--- src/rtl/countdown_timer.sv ---
// Programmable down-counter with step decrement, one-shot/periodic reload,
// single-cycle expiry pulse and sticky interrupt flag.
module countdown_timer #(
    parameter int unsigned WIDTH = 32
) (
    input  logic             clk,
    input  logic             rst,
    input  logic             load,
    input  logic [WIDTH-1:0] load_value,
    input  logic [WIDTH-1:0] step,
    input  logic             periodic,
    input  logic             start,
    input  logic             stop,
    input  logic             irq_ack,
    output logic [WIDTH-1:0] count,
    output logic             busy,
    output logic             expired,
    output logic             irq
);

    typedef enum logic [1:0] {
        IDLE = 2'd0,
        RUN  = 2'd1,
        DONE = 2'd2
    } state_t;

    state_t           state;
    state_t           state_nx;
    logic [WIDTH-1:0] reload;
    logic [WIDTH-1:0] reload_nx;
    logic [WIDTH-1:0] count_nx;
    logic             expire_nx;

    // Priority chain: load > stop > start > decrement. An asserted stop
    // consumes the cycle even when it has nothing to halt.
    always_comb begin
        state_nx  = state;
        count_nx  = count;
        reload_nx = reload;
        expire_nx = 1'b0;
        if (load) begin
            count_nx  = load_value;
            reload_nx = load_value;
        end else if (stop) begin
            if (state == RUN) begin
                state_nx = IDLE;
            end
        end else if (start && (state != RUN)) begin
            state_nx = RUN;
        end else if (state == RUN) begin
            if (count > step) begin
                count_nx = count - step;
            end else begin
                // Saturating expiry: covers count==0 and count<=step.
                expire_nx = 1'b1;
                if (periodic && (reload != '0)) begin
                    count_nx = reload;
                end else begin
                    count_nx = '0;
                    state_nx = DONE;
                end
            end
        end
    end

    always_ff @(posedge clk) begin
        if (rst) begin
            state   <= IDLE;
            count   <= '0;
            reload  <= '0;
            busy    <= 1'b0;
            expired <= 1'b0;
            irq     <= 1'b0;
        end else begin
            state   <= state_nx;
            count   <= count_nx;
            reload  <= reload_nx;
            busy    <= (state_nx == RUN);
            expired <= expire_nx;
            irq     <= expire_nx | (irq & ~irq_ack);
        end
    end

endmodule
--- config.mk ---
export PLATFORM = sky130hd
export DESIGN_NAME = countdown_timer
export DESIGN_NICKNAME = d
export VERILOG_FILES = /design/src/rtl/countdown_timer.sv
export SDC_FILE = /design/constraint.sdc
export NUM_CORES = 1
export LEC_CHECK = 0
export BUFFER_PORTS_ARGS = -buffer_cell sky130_fd_sc_hd__buf_2
export CAP_MARGIN = 5
export CORE_UTILIZATION = 45
export CTS_CLUSTER_DIAMETER = 50
export CTS_CLUSTER_SIZE = 30
export DETAILED_ROUTE_END_ITERATION = 12
export HOLD_SLACK_MARGIN = 0.03
export PLACE_DENSITY_LB_ADDON = 0.12
export SYNTH_ARGS = -nofsm -noshare
export SYNTH_HDL_FRONTEND = slang
export SYNTH_SLANG_ARGS = --single-unit
--- constraint.sdc ---
create_clock -name clk -period 4.9 [get_ports clk]
set_clock_uncertainty 0.15 [all_clocks]
set_input_delay 0.735 -clock clk [delete_from_list [all_inputs] [get_ports clk]]
set_output_delay 0.735 -clock clk [all_outputs]
set_load 0.05 [all_outputs]
### After elaboration in Yosys (flattened, before gate mapping)

Index checks and enable logic that the tools add are counted.

| storage, ports and cells | value |
|---|---|
| bits of input ports | 71 |
| logic and storage cells | 39 |
| register bits | 69 |

| operators by class | value |
|---|---|
| add/sub/neg operators | 1 |
| magnitude comparators | 1 |
| bitwise logic cells | 3 |
| equality and inequality tests | 5 |
| reductions and logical operators | 5 |
| mux-type cells | 18 |

Operators with widths:

| operator | number |
|---|---|
| $mux 32 | 6 |
| $gt 32x32->1 | 1 |
| $reduce_bool 32->1 | 1 |
| $sub 32x32->32 | 1 |
| $mux 2 | 7 |
| $mux 1 | 5 |
| $eq 2x1->1 const B | 2 |
| $ne 2x2->1 const B | 2 |
| $reduce_and 3->1 | 1 |
| $logic_and 1x1->1 | 2 |
| $ne 2x1->1 const B | 1 |
| $reduce_bool 2->1 | 1 |
| $and 1x1->1 | 1 |
| $not 1->1 | 1 |
| $or 1x1->1 | 1 |

### Longest topological paths before layout

Gate-level depths: netlist of the first run.

| depth | value |
|---|---|
| depth in word-level cells | 9 |
| mapped depth | 14 |
| gate-level depth less buffers | 12 |

### Least setup slack after synthesis of the first run

Ideal clock, no wire load.

| timing path | value |
|---|---|
| kind | input -> register |
| start point | input step[0] |
| end point | register count[10] |
| setup time | 0.132 ns |
| path slack | 1.548 ns |
| stages on the path | 13 |
| required time | 4.618 ns |
| arrival time | 3.070 ns |
| path through | ha_1 -> fa_1 -> nand2b_1 -> a21oi_1 -> o21ai_0 -> a21boi_1 -> o21ai_0 -> a21o_1 -> buf_2 -> buf_2 -> buf_2 -> a311oi_1 -> nor3_1 |

| on the way | value |
|---|---|
| word-level cells in the longest chain between the ends | 6 |
| elaborated cells on any way between the ends | 7 |
| classes of those cells | add/sub (1); order compare (1); mux (5) |

RTL lines:

| item | RTL line | text |
|---|---|---|
| start, declared | 10 | `input logic [WIDTH-1:0] step,` |
| $sub 32x32->32 / $gt 32x32->1 (equally long branches) | 52, 51 |  |
| $mux 32 (*) | 51 | `if (count > step) begin` |
| $mux 32 (*) | 50 | `end else if (state == RUN) begin` |
| $mux 32 (*) | 48 | `end else if (start && (state != RUN)) begin` |
| $mux 32 (*) | 44 | `end else if (stop) begin` |
| $mux 32 (*) | 41 | `if (load) begin` |
| end signal, assigned | 76 | `count <= count_nx;` |
| end, declared | 15 | `output logic [WIDTH-1:0] count,` |

Every way passes the cells marked *; elsewhere a longest branch is shown, timed or not. The select of a mux whose other input is x is not followed.
A chain may end at the register's enable or synchronous reset.

### Final worst setup path of the first run

| timing path | value |
|---|---|
| start point | input step[0] |
| end point | register count[8] |

Same word-level chain as after synthesis.

==> results by group, run 1 <==
Logic synthesis
  – Post-synth EDFFs: 0
  – Multiplexer share of the synthesized area: 5.03%
  – Main synth FF type: dfxtp_1
  – Syn avg cell area: around 7.6 µm²
  – Post-Syn Instances: just under 700
  – Yosys reg bits: 69
  – Ys Warns: 0
  – Netlist Area Pre-Place: ~0.0052 mm²
  – Synth Area in XOR/XNOR: under 10%
  – Fraction of registers with async set/reset: 0%
  – Net Count, Synth: 789
  – Simple-Gate Fraction of Synth Area: 22.4%
  – Adder-cell area share of the yosys netlist: 8.08%
  – Complex-gate fraction of the synthesized area: 25.5%
  – Post-synth cell types: 62
  – Seq/Total Area, Yosys: 26.6%
  – Main combinational cell family by area after synthesis: compound AO/OA/AOI/OAI gates

Layout
  – Util after Layout: 54.0%
  – Number of nets in the layout: 865
  – ANT cells: 0
  – Area grow syn2layout: 14.5%
  – FF/Latch Area: 0.00138 mm²
  – Multi-input logic area: 0.00340 mm²
  – Share of cells above drive strength 1: 18.4%
  – Fill cells: 1119

GRT
  – Vias in the first global route: approximately 4800
  – GR Overflow Total: 0
  – Tot GR Track Use: 27.3%
  – Initial antenna violation count: 0
  – Global-route wire length before repair: 24.8 mm
  – Largest net degree at the start of global routing: 87

Floorplan
  – FP Rows: 38
  – Core area: 0.0110 mm²
  – I/O pin count: 106
  – Starting Density: between 40 and 50%
  – Die H: approximately 110 µm
  – DIE AREA: 0.0120 mm²
  – Die X: 110 µm

Setup path
  – Critical R2R Launch: count[0]$_SDFFE_PP0P_
  – CP startpoint kind: input port
  – Crit path max fanout: 38
  – Reg2reg setup slack: 880 ps
  – Crit Path Category: input port to register
  – CP Data Arrival Time: 4220 ps
  – CP required: 4980 ps
  – Worst r2r dst: count[8]$_SDFFE_PP0P_
  – Endpoint type of the worst setup path: register
  – R2R depth: 13

Clock tree
  – CTS resizes: 0
  – CTS Sinks: 69
  – Postcts setup bufs: 0
  – Htree depth: 3
  – CTS Buf Count: 9
  – Root buffer cell: clkbuf_16
  – Number of hold buffers added after cts: 0
  – Clk slew on worst S/H paths: approximately 50 ps
  – CTS tree: yes
  – Clk buf depth: 2
  – Clock Latency Late Sink: 330 ps

Min path
  – HP Class: register to register
  – Hold path depth: 2
  – Hold Path End: irq$_SDFF_PP0_
  – Min-delay src: irq$_SDFF_PP0_

Drt
  – Drt first pass iters: 5
  – DR WL/cell: 17.4 µm
  – Routed wire length: 15.7 mm
  – Iteration-0 DRC Markers: 373
  – Vias per cell: 5.78
  – Vias: 5227
  – Antenna Violating Nets Remaining: 0
  – # DRC: 0

Power and ir drop
  – Worst VDD drop: 243 µV
  – Power per Cell Area: 300 mW/mm²
  – Leak Pwr: 2.78 nW

Timing
  – Number of endpoints failing setup at the final stage: 0
  – Slew Limit Fails: 0
  – Fin Setup TNS: 0 ps
  – Max Fclk: ~240 MHz
  – Worst slew pin tran: 1230 ps
  – Final Hold Violating Endpoints: 0
  – Final Cycle Share: a little over four fifths
  – Max_slew headroom: 17.8%
  – Post-route minimum period: 4150 ps
  – Unrepaired setup endpoints after global routing: no

Placement
  – PortBufs: 105
  – Detailed placer's ending HPWL: ~11 mm
  – Placer Congestion: 0.854

Status
  – Status: finished, final reports clean

Run
  – MaxCap Viol Count: 0
## layout by cell type (no fill, tap or decap), types with 6 or more instances in the layout
master	netlist	final
nand3_1	8	8
xnor2_1	11	11
mux2i_1	25	25
inv_1	44	44
o32ai_1	10	10
xor2_1	14	14
buf_2	9	105
dfxtp_1	69	69
and3_1	8	8
clkbuf_16	0	9
a311oi_1	18	18
nand2b_1	20	20
a211oi_1	9	9
ha_1	32	32
a221oi_1	6	6
a31oi_1	9	9
nand2_1	45	45
nor3_1	18	17
o21a_1	12	12
nor2_1	105	104
a21o_1	11	11
nand4_1	9	9
nor4_1	10	10
a21oi_1	68	68
o21ai_0	29	29
## state kept, by name (all words and copies together), names as in the netlist
signal and flops:
expired 1, reload 32, count 32, busy 1, irq 1, state 2
## Yosys cell counts, drive strengths merged, types with 18 or more instances
master,instances,area [µm²]
nor3,18,90.1
nand2b,20,125
nand2,45,169
dfxtp,69,1380
inv,44,165
clkbuf,30,153
a311oi,18,158
ha,32,400
mux2i,25,250
o21ai,29,145
a21oi,69,349
nor2,105,394
## worst max-delay path, cell delays in order
cell and delay [ps]:
buf_2 100, ha_1 220, fa_1 410, nand2b_1 190, a21oi_1 310, o21ai_0 220, a21boi_1 270, o21ai_0 130
a21o_1 630, buf_4 440, nor2_1 160, a311oi_1 60, o32ai_1 340
## per-stage QoR
stage	instances	power, mW	cell area (µm²)	setup WS, ps	hold WS [ps]
after floorplan	685	1.04	5200	1550	313
final	905	1.78	5960	753	325
after detailed placement	890	1.17	5680	510	309
after CTS	905	1.79	5960	852	327
after global routing	905	1.88	5960	466	365
after global placement	890	1.17	5680	639	306
## area by class of cell
cell class / count / area share, %
clock buffers: 14 / 4.60
clock inverters: 1 / 0.0840
inverters: 44 / 2.77
multi-input cells: 528 / 57.1
flip-flops and latches: 69 / 23.2
well taps: 140 / 2.94
repair buffers: 109 / 9.33
## routing by layer
metal / wire length, µm / global-route usage, % / vias up
li1: - / - / 2609
met1: 7890 / 41.2 / 2419
met2: 6620 / 40.3 / 190
met3: 1070 / 4.68 / 9
met4: 133 / 5.43 / 0
met5: 0 / 0 / -
## how the worst max path moves through the flow
stage	startpoint	endpoint	slack [ps]	cells past startpoint
after floorplan	step[0]	count[10]$_SDFFE_PP0P_	1550	13
after global placement	step[0]	count[5]$_SDFFE_PP0P_	640	13
after detailed placement	step[0]	count[8]$_SDFFE_PP0P_	510	13
after CTS	step[0]	count[8]$_SDFFE_PP0P_	850	13
after global routing	step[0]	count[6]$_SDFFE_PP0P_	470	13
final	step[0]	count[8]$_SDFFE_PP0P_	750	13
## power breakdown
group,switching [mW],internal [mW],leakage [nW]
sequential,0.0362,0.597,0.569
clock,0.234,0.381,0.139
combinational,0.344,0.192,2.07
total,0.614,1.17,2.78
## cells by family (layout without fill, tap and decap cells)
| logic type | Yosys count | in the layout |
|---|---|---|
| compound gates | 197 | 197 |
| xor+xnor | 25 | 25 |
| fa+ha+maj | 33 | 33 |
| buf+inv | 88 | 168 |
| flops | 69 | 69 |
| mux | 26 | 26 |
| simple gates | 247 | 247 |
Power figures use the tool's default switching activity.
==> inputs of run 2 (changes only) <==
--- a/config.mk
+++ b/config.mk
@@ -5,6 +5,7 @@
 export SDC_FILE = /design/constraint.sdc
 export NUM_CORES = 1
 export LEC_CHECK = 0
+export ABC_AREA = 1
 export BUFFER_PORTS_ARGS = -buffer_cell sky130_fd_sc_hd__buf_2
 export CAP_MARGIN = 5
 export CORE_UTILIZATION = 45
==> constraint.sdc (replaced) <==
create_clock -name clk -period 4.1 [get_ports clk]
set_clock_uncertainty 0.15 [all_clocks]
set_input_delay 0.615 -clock clk [delete_from_list [all_inputs] [get_ports clk]]
set_output_delay 0.615 -clock clk [all_outputs]
set_load 0.05 [all_outputs]
==> run 2 against run 1 <==
Compared with the run above: cell area is 9.3% higher; non-clock buffer count is 1 higher; critical path depth increased by 4; flip-flop and latch count unchanged; critical path type unchanged; critical endpoint is now state[1]$_SDFF_PP0_; largest power group unchanged.
==> results by group, run 2 <==
Clock tree
  – Clk buf depth: 2
  – Number of hold buffers added after cts: 0
  – Postcts setup bufs: 0
  – CTS Sinks: 69
  – CTS Buf Count: 9
  – Clock Latency Late Sink: 340 ps
  – CTS resizes: 0
  – CTS tree: yes
  – Htree depth: 3
  – Root buffer cell: clkbuf_16
  – Clk slew on worst S/H paths: about 50 ps

Logic synthesis
  – Fraction of registers with async set/reset: 0%
  – Top-count cell post-synth: nand2_1
  – Top cells by count, synth: nand2_1, inv_1, a21oi_1
  – Seq/Total Area, Yosys: 24.6%
  – Largest cells by area after synthesis: dfxtp_1, nand2_1, a21oi_1
  – Post-Syn Instances: 953
  – Netlist Area Pre-Place: 0.00561 mm²
  – Syn avg cell area: approximately 5.9 µm²
  – Main synth FF type: dfxtp_1
  – Post-synth EDFFs: 0
  – Area share of the largest cell type after synthesis: 24.6%
  – Yosys reg bits: 69
  – Net Count, Synth: 1057
  – Yosys top cell by area: dfxtp_1
  – Post-synth cell types: 40
  – Ys Warns: 0

Floorplan
  – DIE AREA: 0.0129 mm²
  – Die H: about 110 µm
  – Core area: roughly 0.012 mm²
  – FP Rows: 40
  – Die X: 114 µm
  – I/O pin count: 106
  – Starting Density: 46.5%

Drt
  – Antenna Violating Nets Remaining: 0
  – # DRC: 0
  – DR WL/cell: 14.2 µm
  – Routed wire length: 17.3 mm
  – Vias: 6145
  – Iteration-0 DRC Markers: 598
  – Drt first pass iters: 6
  – Vias per cell: about 5.1

Timing
  – Fin Setup TNS: 0 ps
  – Number of endpoints failing setup at the final stage: 0
  – Final Hold Violating Endpoints: 0
  – Unrepaired setup endpoints after global routing: no
  – Setup slack after layout: 1210 ps
  – Post-route minimum period: slightly below 3000 ps
  – Final Cycle Share: 70.5%
  – Max Fclk: about 350 MHz
  – Max_slew headroom: roughly 28%
  – Slew Limit Fails: 0
  – Hold WS: 310 ps
  – Worst slew pin tran: roughly 1100 ps

Layout
  – Regs by FF count: count (32), reload (32), state (2)
  – Final instance count without filler cells: 1216
  – ANT cells: 0
  – Fill cells: 1328
  – Area grow syn2layout: 16.0%
  – Share of cells above drive strength 1: 14.3%
  – Number of nets in the layout: 1148
  – Highest-count cells in the layout ignoring fill and taps: nand2_1, inv_1, a21oi_1
  – Commonest non-fill, non-tap cell in the layout: nand2_1

Setup path
  – Reg2reg setup slack: ~1200 ps
  – CP Launch Point: step[0]
  – CP startpoint kind: input port
  – Critical R2R Launch: count[0]$_SDFFE_PP0P_
  – CP Data Arrival Time: 2960 ps
  – CP required: 4160 ps
  – Crit Path Category: input port to register
  – Crit path max fanout: 19
  – Worst setup path end: state[1]$_SDFF_PP0_
  – Worst r2r dst: state[1]$_SDFF_PP0_
  – Endpoint type of the worst setup path: register
  – R2R depth: 17

Power and ir drop
  – Worst VDD drop: 243 µV
  – Leak Pwr: about 3.5 nW
  – Power per Cell Area: 344 mW/mm²

GRT
  – Global-route wire length before repair: 27.7 mm
  – Vias in the first global route: 5548
  – GR Overflow Total: 0
  – Initial antenna violation count: 0
  – Tot GR Track Use: 27.6%
  – Largest net degree at the start of global routing: 62

Placement
  – Placer Congestion: 0.908
  – Dpl cells: 1201
  – Setup Slack @ Placement: 877 ps
  – Detailed placer's ending HPWL: 13.8 mm
  – PortBufs: about 110

Run
  – MaxCap Viol Count: 0

Status
  – Status: finished, final reports clean

Min path
  – HP Class: register to register
## run 2: how the worst min path moves through the flow
stage | start | to | slack, ps | depth (start not counted)
after floorplan | reload[22]$_SDFFE_PP0P_ | reload[22]$_SDFFE_PP0P_ | 290 | 2
after global routing | reload[19]$_SDFFE_PP0P_ | reload[19]$_SDFFE_PP0P_ | 330 | 2
after detailed placement | reload[19]$_SDFFE_PP0P_ | reload[19]$_SDFFE_PP0P_ | 300 | 2
after CTS | reload[19]$_SDFFE_PP0P_ | reload[19]$_SDFFE_PP0P_ | 310 | 2
after global placement | reload[19]$_SDFFE_PP0P_ | reload[19]$_SDFFE_PP0P_ | 300 | 2
final | reload[15]$_SDFFE_PP0P_ | reload[15]$_SDFFE_PP0P_ | 310 | 2
## run 2: area by class of cell
type	instances	area, µm²	area share [%]
Clock buffer	14	274	4.21
Clock inverter	1	5.00	0.0769
Inverter	149	559	8.59
Multi-Input combinational cell	705	3520	54.0
Sequential cell	69	1380	21.2
Tap cell	168	210	3.23
Timing Repair Buffer	110	563	8.65
## run 2: through the flow
step	util, %	cell area, µm²	power [mW]
final	54.0	6510	2.24
after global routing	54.0	6510	2.36
after CTS	54.0	6510	2.24
after detailed placement	51.6	6230	1.51
after global placement	51.6	6230	1.51
after floorplan	-	5610	1.31
## run 2: per-layer routing
layer,up-vias,GRT usage [%],routed length [µm]
met5,-,0,0
met4,0,7.54,235
met3,16,2.92,966
met2,179,41.2,7260
met1,2739,41.8,8850
li1,3211,-,-
## run 2: where the power goes
part / switching, mW / total [mW] / leakage (nW) / internal, mW
clock network: 0.274 / 0.728 / 0.139 / 0.455
registers: 0.0423 / 0.759 / 0.570 / 0.716
logic: 0.518 / 0.752 / 2.77 / 0.234
## run 2: cells by family after synthesis
family	synth area share, %
flip-flops	24.6
buffers and inverters	12.7
adder cells (fa/ha/maj)	7.49
AO/OA/AOI/OAI	17.1
XOR/XNOR	2.03
AND/OR/NAND/NOR	36.0
## run 2: worst max-delay path, cell delays in order
cell and delay [ps]:
buf_2 100, ha_1 250, fa_1 380, inv_1 100
nand2_1 70, nand2_1 80, nand3_1 80, nand2_2 100
nand2_1 70, nand2_2 90, nand2_2 90, a21oi_4 460
nor2_1 200, nand2_1 120, nand2_1 50, nand2_1 60
nor2_1 40
==> inputs of run 3 (changes only) <==
==> constraint.sdc (replaced) <==
create_clock -name clk -period 2.96 [get_ports clk]
set_clock_uncertainty 0.15 [all_clocks]
set_input_delay 0.444 -clock clk [delete_from_list [all_inputs] [get_ports clk]]
set_output_delay 0.444 -clock clk [all_outputs]
set_load 0.05 [all_outputs]
==> run 3 against run 2 <==
Compared with the run above: register-to-register slack worse by 910 ps; total power is 41% higher; critical path depth did not move; cell area increased by 3.2%; hold slack got worse by 100 ps; die area unchanged; clock-buffer cell count unchanged; final cell count rose by 2.1%; clock power rose by 39%; first-iteration DRC count is 6.5% lower.
==> results by group, run 3 (synthesis gave the netlist of run 2 again) <==
Status
  – Status: finished, final reports clean

Layout
  – Share of cells above drive strength 1: between 10% and 20%
  – Area grow syn2layout: 19.7%
  – Commonest non-fill, non-tap cell in the layout: nand2_1
  – Highest-count cells in the layout ignoring fill and taps: nand2_1, inv_1, a21oi_1
  – Final instance count without filler cells: about 1200
  – Fill cells: 1305
  – Regs by FF count: count (32), reload (32), state (2)
  – ANT cells: 0
  – Number of nets in the layout: 1174

Timing
  – Fin Setup TNS: 0 ps
  – Worst slew pin tran: 513 ps
  – Max Fclk: about 380 MHz
  – Unrepaired setup endpoints after global routing: no
  – Final Cycle Share: 90.0%
  – Max_slew headroom: between 60% and 70%
  – Post-route minimum period: 2660 ps
  – Number of endpoints failing setup at the final stage: 0
  – Final Hold Violating Endpoints: 0
  – Slew Limit Fails: 0

GRT
  – Tot GR Track Use: 28.5%
  – Global-route wire length before repair: 28.6 mm
  – Initial antenna violation count: 0
  – GR Overflow Total: 0
  – Largest net degree at the start of global routing: 34
  – Vias in the first global route: 5735

Power and ir drop
  – Worst VDD drop: 361 µV
  – Pwr Total: 3.16 mW
  – NetSw: 1.17 mW
  – Sw frac: 36.9%
  – P_int: 1.99 mW
  – Power share of the clock group: 31.9%
  – Power per Cell Area: 470 mW/mm²
  – Sequential power share: 33.2%
  – Comb pwr share: between 30% and 40%
  – Leak Pwr: 3.61 nW

Clock tree
  – Clk buf depth: 2
  – CTS resizes: 0
  – Number of hold buffers added after cts: 0
  – Postcts setup bufs: 0
  – Htree depth: 3
  – CTS Buf Count: 9
  – Root buffer cell: clkbuf_16
  – CTS tree: yes
  – CTS Sinks: 69
  – Clock Latency Late Sink: 330 ps
  – Clk slew on worst S/H paths: 50 ps

Min path
  – Hold Path End: irq$_SDFF_PP0_
  – HP Class: input port to register
  – Hold path depth: 4
  – Min-delay src: irq_ack

Drt
  – Vias per cell: 5.06
  – Vias: 6284
  – DR WL/cell: between 10 and 15 µm
  – Antenna Violating Nets Remaining: 0
  – Routed wire length: roughly 18 mm
  – # DRC: 0
  – Drt first pass iters: 6
  – Iteration-0 DRC Markers: 559

Floorplan
  – Core area: 0.0121 mm²
  – DIE AREA: roughly 0.013 mm²
  – Die H: 114 µm
  – Starting Density: between 40 and 50%
  – FP Rows: 40
  – I/O pin count: 106
  – Die X: around 110 µm

Setup path
  – CP startpoint kind: register
  – CP Data Arrival Time: 2780 ps
  – R2R depth: 17
  – Critical R2R Launch: count[0]$_SDFFE_PP0P_
  – Worst r2r dst: count[27]$_SDFFE_PP0P_
  – Reg2reg setup slack: 300 ps
  – CP required: roughly 3000 ps
  – Crit Path Category: register to register
  – Endpoint type of the worst setup path: register
  – Crit path max fanout: 16

Placement
  – PortBufs: 105
  – Placer Congestion: 0.987
  – Dpl cells: 1227
  – Detailed placer's ending HPWL: 14.3 mm

Run
  – MaxCap Viol Count: 0
## run 3: worst max path at each step
stage,from,endpoint,slack [ps],cells past startpoint
finish,count[0]$_SDFFE_PP0P_,count[27]$_SDFFE_PP0P_,300,17
CTS,count[0]$_SDFFE_PP0P_,count[27]$_SDFFE_PP0P_,320,17
floorplan,count[0]$_SDFFE_PP0P_,count[22]$_SDFFE_PP0P_,260,16
global route,count[0]$_SDFFE_PP0P_,count[31]$_SDFFE_PP0P_,60,17
detailed placement,step[0],count[27]$_SDFFE_PP0P_,170,17
global placement,step[0],count[27]$_SDFFE_PP0P_,170,17
## run 3: layout make-up
| class | instances | area (µm²) | area share (%) |
|---|---|---|---|
| clock buffer | 14 | 274 | 4.08 |
| multi-input combinational | 705 | 3520 | 52.3 |
| timing repair buffer | 136 | 771 | 11.5 |
| tap | 168 | 210 | 3.13 |
| clock inverter | 1 | 5.00 | 0.0745 |
| sequential | 69 | 1380 | 20.6 |
| inverter | 149 | 559 | 8.33 |
## run 3: routing by layer
| metal | share of wire (%) | track usage [%] |
|---|---|---|
| met5 | 0 | 0 |
| met4 | 2.0 | 9.21 |
| met3 | 6.2 | 2.28 |
| met2 | 42 | 42.4 |
| met1 | 50 | 43.1 |
## run 3: through the flow
stage | area, µm² | hold slack (ps) | util [%] | setup WS [ps]
finish | 6720 | 211 | 55.7 | 295
global route | 6720 | 245 | 55.7 | 64.7
CTS | 6720 | 204 | 55.7 | 324
detailed placement | 6440 | 304 | 53.4 | 166
global placement | 6440 | 299 | 53.4 | 170
floorplan | 5610 | 291 | - | 263
## run 3: critical path: stages (launching register included)
cell and delay, ps:
dfxtp_1 340, inv_1 50, ha_1 240, fa_1 380, inv_1 100, nand2_1 70
nand2_1 80, nand3_1 80, nand2_2 90, nand2_1 60, nand2_2 90, nand2_2 90
nand2_4 90, nand2_4 110, buf_12 180, a21oi_1 190, nand2_1 80, a21oi_1 110
## run 3: power groups by stage
stage	Combinational, mW	Clock (mW)	Sequential (mW)
after floorplan	0.640	0	1.17
after global placement	1.08	0	1.07
after detailed placement	1.08	0	1.07
after CTS	1.09	1.01	1.05
after global routing	1.22	1.04	1.05
final	1.10	1.01	1.05
